`src/rtl/entity_pixel_decoder.sv`:
```
// Entity pixel decoder: sprite orientation/select, external sprite ROM fetch and palette lookup
// in a fixed 3-cycle pipeline. Define ENTITY_FRIGHT_EN to add the fright input and frightened ghost colours.
module entity_pixel_decoder #(
   parameter int ANIM_PERIOD = 8
) (
   input  logic        Clk,
   input  logic        Reset_n,
   input  logic        frame_start,
   input  logic        pix_valid,
   input  logic [6:0]  entity_code,
   input  logic [1:0]  entity_dir,
   input  logic [9:0]  entity_x,
   input  logic [9:0]  entity_y,
   output logic [11:0] rom_addr,
   input  logic [1:0]  rom_data,
`ifdef ENTITY_FRIGHT_EN
   input  logic        fright,
`endif
   output logic [7:0]  red,
   output logic [7:0]  green,
   output logic [7:0]  blue,
   output logic        rgb_valid
);

   logic [7:0]  frame_cnt_q;
   logic        phase_q;
   logic        s1_valid_q, s2_valid_q;
   logic [6:0]  s1_code_q, s2_code_q;
   logic        s1_fright_q, s2_fright_q;
   logic        fright_s0;
   logic [3:0]  x_s0, y_s0, row_d, col_d, sprite_d;
   logic [11:0] rom_addr_d;
   logic [23:0] body_rgb, rgb_d;
   logic        legal_s2, ghost_s2, scared_s2;
   logic        unused_coord_bits;

`ifdef ENTITY_FRIGHT_EN
   assign fright_s0 = fright;
`else
   assign fright_s0 = 1'b0;
`endif

   assign x_s0 = entity_x[3:0];
   assign y_s0 = entity_y[3:0];
   assign unused_coord_bits = ^{entity_x[9:4], entity_y[9:4]};

   // Stage 0: only pacman is rotated/mirrored; 15-v is the bitwise inverse of a 4-bit value.
   always_comb begin
      row_d    = y_s0;
      col_d    = x_s0;
      sprite_d = 4'd0;
      if (entity_code == 7'd1) begin
         case (entity_dir)
            2'd1: col_d = ~x_s0;
            2'd2: begin row_d = x_s0;  col_d = ~y_s0; end
            2'd3: begin row_d = ~x_s0; col_d = y_s0;  end
            default: ;
         endcase
      end
      case (entity_code)
         7'd1:                   sprite_d = {3'd0, phase_q};
         7'd2:                   sprite_d = 4'd2;
         7'd3, 7'd4, 7'd5, 7'd6: sprite_d = 4'd3 + {3'd0, phase_q};
         default:                sprite_d = 4'd0;
      endcase
      rom_addr_d = {sprite_d, row_d, col_d};
   end

   // Stage 3 palette uses the side-band code of the pixel whose ROM data is arriving now.
   always_comb begin
      legal_s2  = (s2_code_q >= 7'd1) && (s2_code_q <= 7'd6);
      ghost_s2  = (s2_code_q >= 7'd3) && (s2_code_q <= 7'd6);
      scared_s2 = ghost_s2 & s2_fright_q;
      case (s2_code_q)
         7'd1:    body_rgb = 24'hFFFF00;
         7'd2:    body_rgb = 24'h2121DE;
         7'd3:    body_rgb = 24'hFF0000;
         7'd4:    body_rgb = 24'hFFB8FF;
         7'd5:    body_rgb = 24'h00FFFF;
         7'd6:    body_rgb = 24'hFFB852;
         default: body_rgb = 24'h000000;
      endcase
      case (rom_data)
         2'd0:    rgb_d = 24'h000000;
         2'd1:    rgb_d = scared_s2 ? 24'h2121FF : body_rgb;
         2'd2:    rgb_d = scared_s2 ? 24'hFFB8AE : 24'hFFFFFF;
         default: rgb_d = 24'h2121FF;
      endcase
      if (!legal_s2) rgb_d = 24'h000000;
   end

   always_ff @(posedge Clk or negedge Reset_n) begin
      if (!Reset_n) begin
         frame_cnt_q <= 8'd0;
         phase_q     <= 1'b0;
         s1_valid_q  <= 1'b0;
         s2_valid_q  <= 1'b0;
         s1_code_q   <= 7'd0;
         s2_code_q   <= 7'd0;
         s1_fright_q <= 1'b0;
         s2_fright_q <= 1'b0;
         rom_addr    <= 12'd0;
         red         <= 8'd0;
         green       <= 8'd0;
         blue        <= 8'd0;
         rgb_valid   <= 1'b0;
      end else begin
         if (frame_start) begin
            if (frame_cnt_q == 8'(ANIM_PERIOD - 1)) begin
               frame_cnt_q <= 8'd0;
               phase_q     <= ~phase_q;
            end else begin
               frame_cnt_q <= frame_cnt_q + 8'd1;
            end
         end
         s1_valid_q <= pix_valid;
         if (pix_valid) begin
            rom_addr    <= rom_addr_d;
            s1_code_q   <= entity_code;
            s1_fright_q <= fright_s0;
         end
         s2_valid_q  <= s1_valid_q;
         s2_code_q   <= s1_code_q;
         s2_fright_q <= s1_fright_q;
         rgb_valid   <= s2_valid_q;
         if (s2_valid_q) begin
            red   <= rgb_d[23:16];
            green <= rgb_d[15:8];
            blue  <= rgb_d[7:0];
         end
      end
   end

endmodule

```
`config.mk`:
```
export PLATFORM = sky130hd
export DESIGN_NAME = entity_pixel_decoder
export DESIGN_NICKNAME = d
export VERILOG_FILES = /design/src/rtl/entity_pixel_decoder.sv
export SDC_FILE = /design/constraint.sdc
export NUM_CORES = 1
export LEC_CHECK = 0
export CORE_MARGIN = 4
export CORE_UTILIZATION = 46
export DETAILED_ROUTE_END_ITERATION = 7
export MAX_ROUTING_LAYER = met4
export PLACE_DENSITY_LB_ADDON = 0.12
export SLEW_MARGIN = 20
export SYNTH_ARGS = -nofsm -noshare
export SYNTH_HDL_FRONTEND = slang
export SYNTH_SLANG_ARGS = --single-unit
```
`constraint.sdc`:
```
create_clock -name Clk -period 1.5 [get_ports Clk]
set_clock_uncertainty 0.05 [all_clocks]
set_input_delay 0.375 -clock Clk [delete_from_list [all_inputs] [get_ports Clk]]
set_output_delay 0.375 -clock Clk [all_outputs]
set_load 0.01 [all_outputs]
```
### Word-level counts from Yosys, hierarchy flattened

Cells that the tools add are included.

| word-level totals | value |
|---|---|
| memory bits (read-only) | 0 |
| bits in writable memories | 0 |
| flip-flop bits (word level) | 62 |
| memories | 0 |
| output and inout bits | 37 |
| bits of input ports | 35 |
| latch bits | 0 |

| cells by class | value |
|---|---|
| shift operators | 0 |
| $add $sub $neg | 2 |
| bitwise operators | 3 |
| equal/unequal tests | 18 |
| muxes and demuxes | 9 |
| order comparisons | 2 |
| multiply operators | 0 |
| divide/modulo/power cells | 0 |
| reduce and logical (&&, ||, !) cells | 4 |

Operators by type and width:

| operator | count |
|---|---|
| 24-bit case mux with 6 select lines | 1 |
| 24-bit case mux with 3 select lines | 1 |
| 7-bit by 3-bit == test with 1-bit output (second input constant) | 6 |
| 7-bit by 2-bit == test with 1-bit output (second input constant) | 4 |
| 24-bit two-way mux | 1 |
| 7-bit by 1-bit == test with 1-bit output (second input constant) | 2 |
| 4-bit case mux with 3 select lines | 1 |
| 3-bit case mux with 3 select lines | 1 |
| 8-bit by 1-bit adder with 8-bit output (second input constant) | 1 |
| 8-bit by 3-bit == test with 1-bit output (second input constant) | 1 |
| 4-bit two-way mux | 2 |
| 8-bit two-way mux | 1 |
| 4-bit inverter | 2 |
| 4-bit case mux with 2 select lines | 1 |
| 7-bit by 1-bit greater-or-equal comparator with 1-bit output (second input constant) | 1 |
| 7-bit by 3-bit less-or-equal comparator with 1-bit output (second input constant) | 1 |
| 2-bit == test (second input constant) | 3 |
| 2-bit by 1-bit == test with 1-bit output (second input constant) | 2 |
| 4-bit OR reduction | 1 |
| 2-bit by 1-bit adder with 3-bit output (first input constant) | 1 |
| 2-bit logical NOT | 1 |
| 2-bit AND reduction | 1 |
| 1-bit logical AND | 1 |
| 1-bit inverter | 1 |

### Longest topological paths before layout

| logic depth | value |
|---|---|
| depth in word-level cells | 4 |
| mapped depth | 5 |
| mapped depth without buffers | 4 |

### Least setup slack after synthesis

OpenSTA, ideal clock, no wires.

| timing | value |
|---|---|
| path type | in2reg |
| start point | in entity_code[5] |
| end point | reg rom_addr[4] |
| data required time | 1308 ps |
| slack | 104 ps |
| path buffers | 0 |
| stages | 4 |
| arrival time | 1204 ps |
| cells stage by stage | nor4_4 nand4b_4 nand3_1 o221ai_1 |

| on the way | value |
|---|---|
| word-level cells in the longest chain between the ends | 2 |

RTL lines:

| what | line | source |
|---|---|---|
| from (decl) | 10 | `input logic [6:0] entity_code,` |
| 7-bit by 1-bit == test with 1-bit output | 52 | `if (entity_code == 7'd1) begin` |
| 4-bit two-way mux | 52 |  |
| to (signal assigned) | 118 | `rom_addr <= rom_addr_d;` |
| to (decl) | 14 | `output logic [11:0] rom_addr,` |

No other way between the ends.
A chain may end at the register's enable or synchronous reset.

### Worst setup path after layout

| timing | value |
|---|---|
| start point | reg blue[6] |
| end point | out blue[6] |

RTL lines:

| what | line | source |
|---|---|---|
| from (decl) | 21 | `output logic [7:0] blue,` |
| from (signal assigned) | 129 | `blue <= rgb_d[7:0];` |

No word-level cell between the ends.

==> qor.yml <==
detailed_routing:
  routed_wirelength_um: 4340
  avgViaCountPerCell: 4.87
  drtIter0Drc: 60
  ant_nets: 0
  drt-pass1-iter-count: 4
  num_vias: 1732
  route.detailed.drc: 0
  post_drt_wl_per_cell_um: 12.2
power_and_ir_drop:
  switchingPower_w: 0.000886
  ir_worst_vdd_mv: 0.811
  total_power_w: 0.00297
  p_clk_share_pct: 25.6
  p_per_area_mw_per_mm2: 968
  intPower_w: 0.00209
  leakagePower_nw: 1.52
  seq_power_share_pct: 53.0
  power_frac_comb_pct: 21.4
  swShare_pct: 29.8
global_routing:
  gr-usage-all-layers_pct: 15.7
  grt_pass1_wl_um: 7380
  grt-busiest-layer: "met2"
  grt_pass1_vias: 1622
  grtUsageMet1_pct: 17.9
  gr-usage-met2_pct: 26.0
  grt_overflow_total: 0
  grt_max_degree: 47
  antenna_found_initial: 0
  use_met3_pct: 4.13
outcome:
  status: "finished clean"
critical_path:
  critical_path_buf_inv_count: 1
  r2r_setup_slack_ns: 0.14
  worstSetupEndpointType: "output port"
  cp.required_ns: 1.07
  cp_slowest_cell: "dfrtp_1"
  cpPeakStageDelay_ns: 0.41
  arrival_ns: 1.00
  worstPathMaxFanout: 4
  critical-path-top-delay-family: "flip-flops"
  critical_path_class: "register to output port"
  cp-start-kind: "register"
  cp_cell_sequence: "dlygate4sd2_1"
  r2r_cells: 4
  crit_cells: 1
sta:
  min_period_over_period_pct: 95.3
  setup_slack_ns: 0.0709
  fin_crit_ns: 1.43
  setup_viol: 0
  drv_slew: 0
  rsz0062_at_grt: "false"
  clock.fmax_mhz: 700
  whs_ns: 0.311
  hold_viol_final: 0
logic_synthesis:
  synth_mux_area_share_pct: 4.82
  syn_area_per_cell_um2: 10.2
  synth-edff-count: 0
  synth_area_leaders: "dfrtp_1, buf_4, mux2_2"
  yosysSeqAreaShare_pct: 50.4
  yosys.area_share.simple_pct: 14.9
  synth_fp_nets: 259
  synthAdderAreaFrac_pct: 0.548
  synth.distinct_cells: 35
  ys_seq_elements: 46
  synth_cells: 223
  synth_xor_area_share_pct: 6.52
  synth_compound_area_share_pct: 11.5
  async_flop_share_pct: 100
  synth_area_mm2: 0.00228
  synth_most_common_cell: "dfrtp_1"
  post-synth-top-area-cell: "dfrtp_1"
  synthTopCellsByCount: "dfrtp_1, inv_1, buf_4"
  synth_top_family_by_area: "simple AND/OR/NAND/NOR gates"
  synth_ff_type: "dfrtp_1"
  ys_warn_count: 0
  yosysTopAreaCellShare_pct: 50.4
floorplan:
  die_h_um: 78.4
  die_w_um: 78.4
  std_cell_rows: 25
  dieArea_mm2: 0.00615
  core_mm2: 0.00475
  start_util_pct: 48.0
  ios: 72
flow_run:
  cap_violations: 0
min_path:
  hold_path_depth: 0
  hold_class: "register to register"
finish:
  regArea_mm2: 0.00115
  multi_input_area_um2: 887
  fillers: 433
  layout-drive-gt1-share_pct: 20.4
  nets: 324
  diodes: 0
  syn_to_final_growth_pct: 34.5
  final_cells: 356
placement:
  place_inst: 344
  gp_congestion: 0.864
  port_buffers: 58
  hpwl_um: 3200
  pre_cts_ws_ns: -0.408
clocking:
  path_clk_slew_ns: 0.09
  cts_tree: "done"
  clkLatencyLatePin_ns: 0.30
  root_buffer: "clkbuf_8"
  numCtsBuffers: 5
  cts.sinks: 46
  htree_num_levels: 2
  cts_buffer_depth: 2
## layer usage
| metal | wire length [um] | vias up |
|---|---|---|
| met5 | 0 | - |
| met1 | 1890 | 800 |
| met4 | 101 | 0 |
| met3 | 240 | 8 |
| met2 | 2110 | 50 |
| li1 | - | 874 |
## cell usage in the layout (no fill, tap or decap), types with 2 or more instances in the layout
master | netlist | layout
buf_12 | 0 | 3
buf_2 | 6 | 4
dlymetal6s2s_1 | 0 | 2
mux2i_1 | 2 | 2
clkdlybuf4s50_1 | 0 | 16
buf_4 | 16 | 25
nand3_1 | 10 | 9
nor2b_1 | 4 | 4
clkbuf_8 | 0 | 5
nand2b_1 | 4 | 4
o21ai_0 | 3 | 3
mux2_2 | 8 | 8
o221ai_1 | 7 | 7
nand2_1 | 12 | 12
xor2_1 | 9 | 9
nor2_1 | 11 | 11
a31oi_1 | 3 | 3
xnor2_1 | 8 | 8
a21oi_1 | 15 | 14
inv_1 | 21 | 21
dlygate4sd2_1 | 0 | 36
o22ai_1 | 11 | 11
nand4_1 | 5 | 5
dfrtp_1 | 46 | 46
## state kept, by name (all words and copies together), names as in the netlist
| signal | cells |
|---|---|
| blue | 3 |
| s1_valid_q | 1 |
| phase_q | 1 |
| frame_cnt_q | 8 |
| s2_code_q | 7 |
| green | 4 |
| red | 2 |
| rgb_valid | 1 |
| s1_code_q | 7 |
| rom_addr | 11 |
| s2_valid_q | 1 |
## cell families (layout without fill, tap and decap cells)
family                     Yosys count  count (layout)
buffers and inverters               50             116
DFF                                 46              46
other                                1               1
and+or+nand+nor                     56              56
AOI/OAI and AO/OA                   42              42
xor gates and xnor gates            17              17
adders and majority gates            1               1
muxes                               10              10
## stage by stage
step                      instance area (um^2)  utilization, %  setup TNS (ns)
final                                     3070            64.6               0
after global routing                      3070            64.6               0
after CTS                                 3060            64.3               0
after detailed placement                  2990            62.9           -4.48
after global placement                    2990            62.9           -4.14
after floorplan                           2280               -               0
## repair_timing
item | CTS | global route
hold buffers | 1 | 0
gates resized for setup | 49 | 5
endpoints found under the setup margin | 44 | 13
pin swaps | 1 | 0
setup buffers | 3 | 0
endpoints found under the hold margin | 46 | 0
cloned | 0 | 0
## layout make-up
class,instances,area share (%)
clock buffer,5,2.24
clock inverter,3,0.693
inverter,21,2.57
multi-input combinational,127,28.9
sequential,46,37.5
tap,67,2.73
timing repair buffer,87,25.4
## worst paths after layout
check / endpoint / start
hold reg to reg: s2_valid_q / s1_valid_q
setup reg to reg: blue[5] / s2_code_q[3]
max in group asynchronous: s1_code_q[4] / Reset_n
hold / removal: s2_valid_q / s1_valid_q
setup / recovery: blue[6] / blue[6]
min in group asynchronous: blue[6] / Reset_n
## power by group through the flow
stage               Combinational (W)  Clock [W]  Sequential [W]
floorplan                    0.000410          0         0.00156
global placement             0.000654          0         0.00160
detailed placement           0.000669          0         0.00160
CTS                          0.000646   0.000787         0.00157
global route                 0.000712   0.000848         0.00161
finish                       0.000637   0.000760         0.00157
(Power assumes the default switching activity.)
